<file path="src/rtl/types.sv">
// ---------------------------------------------------------------------------
// types: NoC flit format shared by the flitizer and unpacker.    rev 1.0
// ---------------------------------------------------------------------------
`default_nettype none

package types;

  localparam int WORD_W    = 32;
  localparam int FLIT_W    = 128;

  localparam int TYPE_OFF  = 126;
  localparam int TYPE_W    = 2;
  localparam int SRC_OFF   = 118;
  localparam int SRC_W     = 8;
  localparam int DST_OFF   = 110;
  localparam int DST_W     = 8;
  localparam int PID_OFF   = 102;
  localparam int PID_W     = 8;
  localparam int FNUM_OFF  = 98;
  localparam int FNUM_W    = 4;
  localparam int CNT_OFF   = 96;
  localparam int CNT_W     = 2;
  localparam int PAY_OFF   = 0;
  localparam int PAY_W     = 96;

  typedef enum logic [TYPE_W-1:0] {
    FLIT_HEAD   = 2'b00,
    FLIT_BODY   = 2'b01,
    FLIT_TAIL   = 2'b10,
    FLIT_SINGLE = 2'b11
  } flit_type_e;

  typedef struct packed {
    flit_type_e          ftype;
    logic [SRC_W-1:0]    src_id;
    logic [DST_W-1:0]    dst_id;
    logic [PID_W-1:0]    packet_id;
    logic [FNUM_W-1:0]   flit_num;
    logic [CNT_W-1:0]    word_cnt;
    logic [PAY_W-1:0]    payload;
  } flit_t;

  typedef enum logic [1:0] {
    ST_EMPTY = 2'd0,
    ST_HDR   = 2'd1,
    ST_WORDS = 2'd2
  } unpack_state_e;

  // Zero gap is 8 bits so the word stays 32 bits with src/pid in the top bytes.
  function automatic logic [WORD_W-1:0] make_header_word(
    input logic [SRC_W-1:0]  src_id,
    input logic [PID_W-1:0]  packet_id,
    input logic [FNUM_W-1:0] flit_num
  );
    return {src_id, packet_id, 8'h00, flit_num, 4'h0};
  endfunction

endpackage

`default_nettype wire

</file>
<file path="src/rtl/flit_seq_checker.sv">
// ---------------------------------------------------------------------------
// flit_seq_checker: packet framing / flit sequence tracker.       rev 1.0
// ---------------------------------------------------------------------------
`default_nettype none

module flit_seq_checker
  import types::*;
(
  input  logic              nocclk,
  input  logic              rst_n,
  input  logic              accept,
  input  flit_type_e        flit_type,
  input  logic [PID_W-1:0]  packet_id,
  input  logic [FNUM_W-1:0] flit_num,
  output logic              drop,
  output logic              seq_error,
  output logic              orphan_error
);

  logic              pkt_open;
  logic [PID_W-1:0]  open_pid;
  logic [FNUM_W-1:0] exp_fnum;
  logic              is_start;

  assign is_start = (flit_type == FLIT_HEAD) || (flit_type == FLIT_SINGLE);
  assign drop     = !is_start && !pkt_open;

  always_ff @(posedge nocclk or negedge rst_n) begin
    if (!rst_n) begin
      pkt_open     <= 1'b0;
      open_pid     <= '0;
      exp_fnum     <= '0;
      seq_error    <= 1'b0;
      orphan_error <= 1'b0;
    end else begin
      seq_error    <= 1'b0;
      orphan_error <= 1'b0;
      if (accept) begin
        if (is_start) begin
          // A start while open abandons the previous packet.
          seq_error <= pkt_open;
          pkt_open  <= (flit_type == FLIT_HEAD);
          open_pid  <= packet_id;
          exp_fnum  <= flit_num + 4'd1;
        end else if (!pkt_open) begin
          orphan_error <= 1'b1;
        end else begin
          seq_error <= (packet_id != open_pid) || (flit_num != exp_fnum);
          exp_fnum  <= exp_fnum + 4'd1;
          if (flit_type == FLIT_TAIL) begin
            pkt_open <= 1'b0;
          end
        end
      end
    end
  end

endmodule

`default_nettype wire

</file>
<file path="src/rtl/noc_to_cpu_unpacker.sv">
// ---------------------------------------------------------------------------
// noc_to_cpu_unpacker: 128-bit flits to 32-bit CPU words.         rev 1.0
// ---------------------------------------------------------------------------
`default_nettype none

module noc_to_cpu_unpacker
  import types::*;
#(
  parameter int WORDS_PER_FLIT = 3
) (
  input  logic              nocclk,
  input  logic              rst_n,
  input  flit_t             poped_flit,
  input  logic              poped_flit_valid,
  output logic              poped_flit_ready,
  output logic [WORD_W-1:0] data_out,
  output logic              data_out_valid,
  output logic              data_out_last,
  input  logic              data_out_ready,
  output logic              seq_error,
  output logic              orphan_error
);

  localparam int PAYLOAD_W = WORDS_PER_FLIT * WORD_W;

  unpack_state_e          state;
  logic [PAYLOAD_W-1:0]   held_payload;
  logic [CNT_W-1:0]       held_n;
  logic                   held_close;
  logic [CNT_W-1:0]       word_idx;
  logic [CNT_W-1:0]       next_idx;

  logic                   accept;
  logic                   drop;
  logic                   word_done;
  logic                   final_word;
  logic                   in_start;
  logic                   in_close;
  logic [CNT_W-1:0]       in_n;
  logic [PAYLOAD_W-1:0]   in_payload;
  logic [WORD_W-1:0]      held_words [WORDS_PER_FLIT];
  logic [WORD_W-1:0]      in_words   [WORDS_PER_FLIT];
  logic                   unused_dst;

  assign unused_dst = ^poped_flit.dst_id;

  for (genvar i = 0; i < WORDS_PER_FLIT; i++) begin : g_words
    assign held_words[i] = held_payload[i*WORD_W +: WORD_W];
    assign in_words[i]   = in_payload[i*WORD_W +: WORD_W];
  end

  assign in_start   = (poped_flit.ftype == FLIT_HEAD) || (poped_flit.ftype == FLIT_SINGLE);
  assign in_close   = (poped_flit.ftype == FLIT_TAIL) || (poped_flit.ftype == FLIT_SINGLE);
  // An empty closing flit still emits one zero word so the packet terminates.
  assign in_n       = (poped_flit.word_cnt == '0) ? {1'b0, in_close} : poped_flit.word_cnt;
  assign in_payload = (poped_flit.word_cnt == '0) ? '0 : poped_flit.payload;

  assign word_done  = data_out_valid && data_out_ready;
  assign final_word = ((state == ST_HDR) && (held_n == '0)) ||
                      ((state == ST_WORDS) && (word_idx == held_n - 2'd1));
  assign poped_flit_ready = (state == ST_EMPTY) || (final_word && data_out_ready);
  assign accept     = poped_flit_valid && poped_flit_ready;
  assign next_idx   = word_idx + 2'd1;

  flit_seq_checker u_seq (
    .nocclk       (nocclk),
    .rst_n        (rst_n),
    .accept       (accept),
    .flit_type    (poped_flit.ftype),
    .packet_id    (poped_flit.packet_id),
    .flit_num     (poped_flit.flit_num),
    .drop         (drop),
    .seq_error    (seq_error),
    .orphan_error (orphan_error)
  );

  always_ff @(posedge nocclk or negedge rst_n) begin
    if (!rst_n) begin
      state          <= ST_EMPTY;
      held_payload   <= '0;
      held_n         <= '0;
      held_close     <= 1'b0;
      word_idx       <= '0;
      data_out       <= '0;
      data_out_valid <= 1'b0;
      data_out_last  <= 1'b0;
    end else if (accept && !drop) begin
      held_payload <= in_payload;
      held_n       <= in_n;
      held_close   <= in_close;
      word_idx     <= '0;
      if (in_start) begin
        state          <= ST_HDR;
        data_out       <= make_header_word(poped_flit.src_id, poped_flit.packet_id,
                                           poped_flit.flit_num);
        data_out_valid <= 1'b1;
        data_out_last  <= 1'b0;
      end else if (in_n == '0) begin
        state          <= ST_EMPTY;
        data_out       <= '0;
        data_out_valid <= 1'b0;
        data_out_last  <= 1'b0;
      end else begin
        state          <= ST_WORDS;
        data_out       <= in_words[0];
        data_out_valid <= 1'b1;
        data_out_last  <= in_close && (in_n == 2'd1);
      end
    end else if (word_done) begin
      if (final_word) begin
        state          <= ST_EMPTY;
        data_out       <= '0;
        data_out_valid <= 1'b0;
        data_out_last  <= 1'b0;
      end else if (state == ST_HDR) begin
        state          <= ST_WORDS;
        word_idx       <= '0;
        data_out       <= held_words[0];
        data_out_last  <= held_close && (held_n == 2'd1);
      end else begin
        word_idx       <= next_idx;
        data_out       <= held_words[next_idx];
        data_out_last  <= held_close && (next_idx == held_n - 2'd1);
      end
    end
  end

endmodule

`default_nettype wire

</file>
<file path="config.mk">
export PLATFORM = sky130hd
export DESIGN_NAME = noc_to_cpu_unpacker
export DESIGN_NICKNAME = d
export VERILOG_FILES = /design/src/rtl/types.sv /design/src/rtl/flit_seq_checker.sv /design/src/rtl/noc_to_cpu_unpacker.sv
export SDC_FILE = /design/constraint.sdc
export NUM_CORES = 1
export LEC_CHECK = 0
export CAP_MARGIN = 20
export CELL_PAD_IN_SITES_DETAIL_PLACEMENT = 0
export CELL_PAD_IN_SITES_GLOBAL_PLACEMENT = 1
export CORE_UTILIZATION = 47
export DETAILED_ROUTE_END_ITERATION = 10
export DONT_BUFFER_PORTS = 1
export PLACE_DENSITY_LB_ADDON = 0.05
export SYNTH_ARGS = -nofsm -noshare
export SYNTH_HDL_FRONTEND = slang
export SYNTH_SLANG_ARGS = --single-unit
</file>
<file path="constraint.sdc">
create_clock -name nocclk -period 2.7 [get_ports nocclk]
set_input_delay 0.405 -clock nocclk [delete_from_list [all_inputs] [get_ports nocclk]]
set_output_delay 0.405 -clock nocclk [all_outputs]
set_load 0.005 [all_outputs]
</file>
Word level (Yosys, flattened, before mapping)
Cells that the tools add are included.
{"block": "word_totals", "regBits": 152}
{"block": "op_classes", "n_reduce_logical": 32, "n_bitwise": 1, "muxes": 43, "add_sub_neg": 4, "n_eq_ne": 11, "n_lt_le_gt_ge": 1}
{"op": "$mux W32", "n": 8}
{"op": "$mux W96", "n": 1}
{"op": "$bmux W32 S2", "n": 1}
{"op": "$mux W2", "n": 11}
{"op": "$mux W1", "n": 20}
{"op": "$logic_and A1 B1 Y1", "n": 10}
{"op": "$logic_not A2 Y1", "n": 5}
{"op": "$reduce_and A2 Y1", "n": 5}
{"op": "$add A4 B1 Y4 const B", "n": 2}
{"op": "$mux W4", "n": 2}
{"op": "$ne A8 B8 Y1", "n": 1}
{"op": "$eq A2 B1 Y1 const B", "n": 3}
{"op": "$eq A2 B2 Y1 const B", "n": 3}
{"op": "$reduce_bool A2 Y1", "n": 3}
{"op": "$logic_or A1 B1 Y1", "n": 5}
{"op": "$eq A2 B2 Y1", "n": 2}
{"op": "$ne A4 B4 Y1", "n": 1}
{"op": "$ge A3 B3 Y1 const B", "n": 1}
{"op": "$logic_not A1 Y1", "n": 3}
{"op": "$not A2 Y3", "n": 1}
{"op": "$reduce_bool A3 Y1", "n": 1}
{"op": "$add A2 B1 Y2 const B", "n": 1}
{"op": "$ne A2 B1 Y1 const B", "n": 1}
{"op": "$sub A2 B1 Y2 const B", "n": 1}

Logic depth before layout (Yosys ltp)
Gate-level depths: netlist of run 1.
{"block": "depth", "depth_word": 10, "ltp_mapped": 9}

Cells and area by module
From an unflattened synthesis of run 1, not the netlist that was laid out.
{"block": "unflattened", "cells_unflattened": 879, "area_unflattened_um2": 7748.7}
{"module": "noc_to_cpu_unpacker", "seq_area_each_um2": 3428.3, "n_inst": 1, "area_per_inst_um2": 6851.6, "cells_per_inst": 805}
{"module": "flit_seq_checker", "seq_area_each_um2": 375.4, "n_inst": 1, "area_per_inst_um2": 897.1, "cells_per_inst": 74}

Worst setup path before layout of run 1
OpenSTA, ideal clock, no wires.
{"block": "synth_path", "path_kind": "reg2reg", "start": "register held_n[0]", "end": "register u_seq.open_pid[0]", "t_required_ps": 2575, "path_stages_with_launch": 9, "n_path_buf": 1, "setup_time_ps": 125, "t_arrival_ps": 2117, "setup_slack_ps": 458, "path_cell_list": "dfrtp_1 > inv_1 > ha_1 > xnor2_2 > nor4_4 > o21ai_2 > nor2_1 > buf_4 > mux2_2"}
{"block": "synth_between", "elab_chain_len": 8}
{"item": "start, declared", "line": "noc_to_cpu_unpacker.sv:28", "text": "logic [CNT_W-1:0] held_n;"}
{"item": "start signal, assigned", "line": "noc_to_cpu_unpacker.sv:89", "text": "held_n <= in_n;"}
{"item": "$sub A2 B1 Y2", "line": "noc_to_cpu_unpacker.sv:60", "text": "((state == ST_WORDS) && (word_idx == held_n - 2'd1));"}
{"item": "$eq A2 B2 Y1", "line": "noc_to_cpu_unpacker.sv:60"}
{"item": "$logic_and A1 B1 Y1", "line": "noc_to_cpu_unpacker.sv:60"}
{"item": "$logic_or A1 B1 Y1 *", "line": "noc_to_cpu_unpacker.sv:59", "text": "assign final_word = ((state == ST_HDR) && (held_n == '0)) ||"}
{"item": "$logic_and A1 B1 Y1 *", "line": "noc_to_cpu_unpacker.sv:61", "text": "assign poped_flit_ready = (state == ST_EMPTY) || (final_word && data_out_ready);"}
{"item": "$logic_or A1 B1 Y1 *", "line": "noc_to_cpu_unpacker.sv:61"}
{"item": "$logic_and A1 B1 Y1 *", "line": "noc_to_cpu_unpacker.sv:62", "text": "assign accept = poped_flit_valid && poped_flit_ready;"}
{"item": "$reduce_and A2 Y1 (no line) *"}
{"item": "end signal, assigned", "line": "flit_seq_checker.sv:43", "text": "open_pid <= packet_id;"}
{"item": "end, declared", "line": "flit_seq_checker.sv:21", "text": "logic [PID_W-1:0] open_pid;"}
Mark *: on every way between the ends. The rest lies on a longest branch, timed or not.
A chain may end at the register's enable or synchronous reset.

Final worst setup path of run 1
{"block": "layout_path", "start": "register held_n[0]", "end": "output port poped_flit_ready"}
{"block": "layout_between", "elab_chain_len": 6}
{"item": "$sub A2 B1 Y2", "line": "noc_to_cpu_unpacker.sv:60"}
{"item": "$eq A2 B2 Y1", "line": "noc_to_cpu_unpacker.sv:60"}
{"item": "$logic_and A1 B1 Y1", "line": "noc_to_cpu_unpacker.sv:60"}
{"item": "$logic_or A1 B1 Y1 *", "line": "noc_to_cpu_unpacker.sv:59"}
{"item": "$logic_and A1 B1 Y1 *", "line": "noc_to_cpu_unpacker.sv:61"}
{"item": "$logic_or A1 B1 Y1 *", "line": "noc_to_cpu_unpacker.sv:61"}
{"item": "end, declared", "line": "noc_to_cpu_unpacker.sv:15", "text": "output logic poped_flit_ready,"}
Marks and branches as above.

==> run_results.csv, run 1 <==
group,metric,value,unit
critical_path,path_class,"reg2out",
grt,overflow,0,
power_and_ir_drop,sw_frac_of_total,38.58,%
synthesis,synth_area_per_cell,8.719,µm²
power_and_ir_drop,p_leak,3.940,nW
cells_and_area,nets,996,
power_and_ir_drop,power,10.40,mW
place,hpwl,14.67,mm
floorplan,num_io_pins,169,
status,status,"complete, but fails checks",
floorplan,initial_utilization,48.50,%
synthesis,synth_top_area_share,49.02,%
timing,min_period_over_period,95.15,%
cells_and_area,diodes,0,
cts,tritoncts,"yes",
place,gp_congestion,0.8928,
critical_path,cp.required,2.30,ns
power_and_ir_drop,combPwrFrac,36.4,%
power_and_ir_drop,peakVddDrop,586.3,µV
critical_path,cpMostUsedCell,"o21ai_0",
timing,fin_crit,2.569,ns
cts,clk_path_buf_depth,2,
grt,grt_antenna_before_repair,1,
power_and_ir_drop,internal_power,6.389,mW
status,violations,"negative hold slack",
critical_path,timing.rr.start,"held_n[0]",
timing,worst_pin_slew,0.8688,ns
floorplan,coreArea,16000,µm²
synthesis,synth_area_leaders,"dfrtp_1, nand2_1, nand3_1, o21ai_0, a222oi_1",
synthesis,async_flop_share,100.0,%
power_and_ir_drop,seqPwrFrac,39.4,%
synthesis,netlist_instances,890,
place,dpl_cell_area,7958,µm²
synthesis,synthMostInstantiatedCell,"nand2_1",
critical_path,cp.arrival,2.16,ns
detailed_routing,postRouteAntennaNets,0,
timing,fin_tns_setup,0,ns
grt,grt_pass1_vias,6158,
critical_path,startpoint_type,"flop",
critical_path,end_kind,"output port",
critical_path,critPathLaunch,"held_n[0]",
timing,drv_slew,0,
synthesis,synthFlopType,"dfrtp_1",
grt,grt_usage,26.63,%
power_and_ir_drop,clock_power_share,24.2,%
grt,grt_pass1_wl,34.38,mm
floorplan,die_area,17030,µm²
timing,max_freq,389.2,MHz
detailed_routing,wl_per_cell,20.03,µm
timing,setup_viol,0,
floorplan,fp-row-count,46,
cts,clock_latency,0.42,ns
cts,cts_buffers,17,
synthesis,synth_nets,1028,
timing,rsz0062_at_grt,"false",
timing,clock_skew,0.007466,ns
cts,h-tree-depth,4,
critical_path,crit_path_cell_trace,"inv_1 -> ha_1 -> xnor2_2 -> or3_4 -> o21ai_0 -> nand2_1 -> o21ai_0",
critical_path,rrSetupSlack,0.25,ns
synthesis,synth_area,7760,µm²
cells_and_area,fin_util,53.78,%
cts,cts.sinks,152,
cells_and_area,fillCellCount,1527,
synthesis,netlist_top_cells_count,"nand2_1, dfrtp_1, nand3_1",
critical_path,cp_max_fo,6,
job,cap_violations,0,
detailed_routing,drc_errors,0,
critical_path,crit_slowest_cell,"or3_4",
synthesis,yosysUniqueCellTypes,48,
synthesis,yosysWarnings,0,
power_and_ir_drop,power_switching,4.013,mW
detailed_routing,drt_iter0_drc,771,
synthesis,ys_ff_latch,152,
power_and_ir_drop,power_density,1209,nW/µm²
timing,hold_viol_final,152,
grt,grt_max_degree,153,
timing,whs,-0.3248,ns
timing,slew_headroom,42.08,%
detailed_routing,drt_wl_total,21.77,mm
floorplan,die_h,130.5,µm
critical_path,crit_path_max_incr_delay,0.44,ns
detailed_routing,dr.pass1.iters,6,
detailed_routing,detail_route.vias_per_cell,5.886,
hold_path,min_path_type,"in2async",
synthesis,yosys.area.top_type,"dfrtp_1",
cts,root_buffer,"clkbuf_16",
cells_and_area,design_area,8605,µm²
cts,clkTransAtPathRegs,0.07,ns
synthesis,synth_edf_count,0,
floorplan,die_x,130.5,µm
detailed_routing,vias,6398,
cells_and_area,area_growth,10.88,%
synthesis,ys_seq_area_share,49.02,%
place,port_buffers,0,
cells_and_area,drive_gt1_share,11.02,%
==> worst paths after layout <==
kind / cells after the start / end
worst min register to register: 2 / held_payload[64]
min in group nocclk: 2 / held_n[1]
worst max-delay path: 7 / poped_flit_ready
max in group asynchronous: 0 / held_payload[46]
worst min-delay path: 0 / data_out[26]
worst max register to register: 7 / data_out[13]
==> cell type report <==
type / count / area [µm²] / share of cell area (%)
repair buffers: 24 / 230.2 / 2.676
clock buffers: 18 / 439.2 / 5.104
clock inverters: 14 / 186.4 / 2.167
inverters: 7 / 26.28 / 0.3054
multi-input cells: 656 / 3646 / 42.37
flip-flops and latches: 152 / 3806 / 44.23
well taps: 216 / 270.3 / 3.141
==> logic make-up after synthesis <==
kind of cell / synth area share (%)
adder cells (fa/ha/maj): 0.9674
AND/OR/NAND/NOR: 23.27
multiplexers: 3.176
AO/OA/AOI/OAI: 17.29
buffers and inverters: 4.386
XOR/XNOR: 1.903
flip-flops: 49.02
==> what timing repair did <==
item,4_1_cts,5_1_grt
endpoints found under the setup margin,1,1
buffers inserted,0,2
resized for setup,1,1
pin swaps,0,0
hold endpoints to repair,152,152
==> flip-flops by register name, indices dropped and copies added, names as in the netlist <==
name and cells:
u_seq.open_pid 8, u_seq.pkt_open 1, state 2, u_seq.seq_error 1, data_out_valid 1, held_close 1
u_seq.orphan_error 1, word_idx 2, held_payload 96, data_out_last 1, held_n 2, data_out 32
u_seq.exp_fnum 4
==> placed cells by master (no fill, tap or decap), types with 3 or more instances in the layout <==
master      Yosys  final
xor2_1          8      8
o21ai_0        68     68
o22ai_1        13     13
a222oi_1       32     32
buf_12          0      4
or2_2           6      5
ha_1            6      6
bufinv_16       0      3
buf_4           3     20
clkbuf_16       0     17
a21oi_1        24     24
o21ai_1         3      3
nand3_1        70     70
xnor2_1         7      7
dfrtp_1       152    150
mux2_2         21     21
clkinvlp_4      0      4
o21a_1         19     18
nand2_1       259    259
o211ai_1       20     20
a32oi_1         4      4
inv_6           0      4
inv_1           7      7
nand2b_1       38     38
nor2_1         25     25
==> worst max-delay path, delay by kind of cell, from the launching register on <==
kind,cells,cell delay (ns)
compound gates,2,0.24
xor+xnor,1,0.20
fa+ha+maj,1,0.32
buf+inv,1,0.06
flops,1,0.40
simple gates,2,0.53
==> layer usage <==
| metal | track usage (%) | part of all wire, % | vias to the layer above |
|---|---|---|---|
| met5 | 0 | 0.078 | - |
| met4 | 7.099 | 1.2 | 2 |
| met3 | 6.718 | 9.6 | 20 |
| met2 | 34.98 | 41 | 267 |
| met1 | 42.50 | 48 | 3083 |
| li1 | - | - | 3026 |
==> per-stage QoR <==
step,hold WS [ns],instances,setup WS (ns)
final,-0.3248,1087,0.1308
after detailed placement,0.1130,1053,0.2105
after global placement,0.1127,1053,0.2143
after global routing,-0.3463,1087,0.02286
after floorplan,0.1094,890,0.4582
after CTS,-0.3366,1085,0.04887
==> power groups by stage <==
| stage | sequential, mW | combinational (mW) | clock [mW] |
|---|---|---|---|
| after detailed placement | 4.12 | 3.72 | 0 |
| final | 4.09 | 3.79 | 2.52 |
| after global routing | 4.22 | 4.26 | 2.66 |
| after CTS | 4.09 | 3.75 | 2.55 |
| after global placement | 4.08 | 3.61 | 0 |
| after floorplan | 3.84 | 2.87 | 0 |
Power figures use the tool's default switching activity.
==> run 2, diff against run 1 <==
- CORE_MARGIN: not set -> 2
- HOLD_SLACK_MARGIN: not set -> 0.1
==> run 2 against run 1 <==
Effect of this change: the run still ends with negative hold slack left; largest cell class unchanged; sequential cell count stayed put; sequential power hardly changed; sequential share of layout area is 0.30 points lower; die area is 3.1% higher; hold slack better by 0.0087 ns; clock power hardly changed; highest routed layer unchanged; critical path type unchanged.
==> run_results.csv, run 2 (synthesis gave the netlist of run 1 again) <==
group,metric,value,unit
cells_and_area,reg.largest.list,"held_payload: 96 flops, data_out: 32 flops, u_seq.open_pid: 8 flops",
critical_path,end_kind,"output port",
detailed_routing,detail_route.vias_per_cell,5.879,
place,hpwl,14.75,mm
critical_path,cp_max_fo,6,
place,port_buffers,0,
grt,grt_use_met3,6.782,%
floorplan,die_area,17550,µm²
timing,slew_headroom,41.63,%
cts,h-tree-depth,4,
critical_path,startpoint_type,"flop",
place,gp_congestion,0.8655,
cts,clkTransAtPathRegs,0.07,ns
cells_and_area,largest_reg_flops,96,
detailed_routing,drc_errors,0,
cts,tritoncts,"yes",
timing,drv_slew,0,
critical_path,r2r-end,"data_out[9]",
grt,grt_pass1_vias,6101,
grt,grt_usage,25.43,%
floorplan,die_x,132.5,µm
detailed_routing,drt_wl_total,21.76,mm
power_and_ir_drop,power_density,1198,nW/µm²
critical_path,r2r_cells,7,
grt,gr-usage-met1,40.31,%
grt,overflow,0,
cells_and_area,layout_common_cells,"nand2_1, dfrtp_1, nand3_1",
cts,cts_buffers,17,
cts,cts.sinks,152,
critical_path,cp.required,2.30,ns
detailed_routing,dr.pass1.iters,6,
timing,hold_viol_final,152,
job,cap_violations,0,
cells_and_area,final_common_cell,"nand2_1",
floorplan,die_h,132.5,µm
status,violations,"negative hold slack",
power_and_ir_drop,peakVddDrop,591.8,µV
grt,grt_pass1_wl,35.24,mm
critical_path,timing.rr.start,"held_n[0]",
hold_path,min_path_type,"in2async",
grt,grt-busiest-layer,"met1",
floorplan,initial_utilization,48.50,%
floorplan,num_io_pins,169,
timing,setup_viol,0,
cts,clock_latency,0.42,ns
timing,rsz0062_at_grt,"false",
cts,post-cts-setup-buffers,0,
power_and_ir_drop,p_leak,3.971,nW
cells_and_area,area_growth,11.64,%
cells_and_area,nets,1001,
cells_and_area,regMostFlops,"held_payload",
detailed_routing,wl_per_cell,19.92,µm
cts,clk_path_buf_depth,2,
detailed_routing,vias,6420,
status,status,"complete, but fails checks",
detailed_routing,postRouteAntennaNets,0,
cells_and_area,drive_gt1_share,10.39,%
timing,fin_crit,2.579,ns
timing,clock_skew,0.01001,ns
place,dpl_cell_area,7923,µm²
cts,root_buffer,"clkbuf_16",
grt,grt_max_degree,153,
timing,max_freq,387.7,MHz
cells_and_area,design_area,8663,µm²
cts,holdBufCountCts,10,
critical_path,cp.arrival,2.17,ns
cells_and_area,diodes,0,
detailed_routing,drt_iter0_drc,621,
timing,worst_pin_slew,0.8756,ns
timing,whs,-0.3161,ns
critical_path,path_class,"reg2out",
floorplan,fp-row-count,46,
floorplan,coreArea,16000,µm²
grt,grt_antenna_before_repair,1,
critical_path,rrSetupSlack,0.28,ns
timing,min_period_over_period,95.53,%
grt,grt_util_met2,33.94,%
timing,fin_tns_setup,0,ns
## run 2: cell types whose count changed in the layout (fill, tap and decap cells not counted), sizes merged
cell,change
clkinvlp,-3
dlygate4sd3,+10
buf,-5
bufinv,+1
inv,-3
clkinv,+5
## run 2: layout make-up
class,count,area (µm²)
inverters,7,26.28
clock buffers,18,439.2
flip-flops and latches,152,3806
fillers,1516,7337
repair buffers,29,280.3
well taps,216,270.3
multi-input cells,656,3646
clock inverters,14,195.2
## run 2: metrics by stage
stage | util (%) | hold WS, ns | instances | power, mW | worst slack, ns
floorplan | - | 0.1094 | 890 | 6.708 | 0.4582
finish | 54.14 | -0.3161 | 1092 | 10.38 | 0.1206
global placement | 49.52 | 0.1128 | 1050 | 7.671 | 0.2668
global route | 54.14 | -0.3412 | 1092 | 11.13 | 0.005480
detailed placement | 49.52 | 0.1132 | 1050 | 7.799 | 0.2435
CTS | 54.11 | -0.3346 | 1092 | 10.39 | 0.004581
## run 2: metal layers
metal | part of all wire (%) | vias to the layer above
met5 | 0.060 | -
met4 | 1.1 | 2
met3 | 8.5 | 16
met2 | 41 | 260
met1 | 50 | 3101
li1 | - | 3041
## run 2: repair_timing
| action | in CTS | in global routing |
|---|---|---|
| setup endpoints to repair | 0 | 1 |
| resized for setup | 0 | 2 |
| endpoints found under the hold margin | 162 | 152 |
## run 2: worst max path at each step
stage	from	end	slack (ns)	depth (start not counted)
floorplan	held_n[0]	u_seq.open_pid[0]	0.46	8
global placement	held_n[0]	data_out[3]	0.27	7
detailed placement	held_n[0]	data_out[9]	0.24	7
CTS	held_n[0]	poped_flit_ready	0.005	7
global route	held_n[0]	poped_flit_ready	0.005	7
finish	held_n[0]	poped_flit_ready	0.12	7
## run 2: critical path: stages, from the launching register on
cell and delay [ns]:
dfrtp_2 0.42, inv_1 0.06, ha_1 0.32, xnor2_2 0.19
or3_4 0.42, o21ai_0 0.12, nand2_1 0.09, o21ai_0 0.13
## run 2: power by group
part,switching [mW],internal [mW],total (mW)
logic,2.16,1.56,3.73
clock network,0.971,1.58,2.55
registers,0.800,3.30,4.10
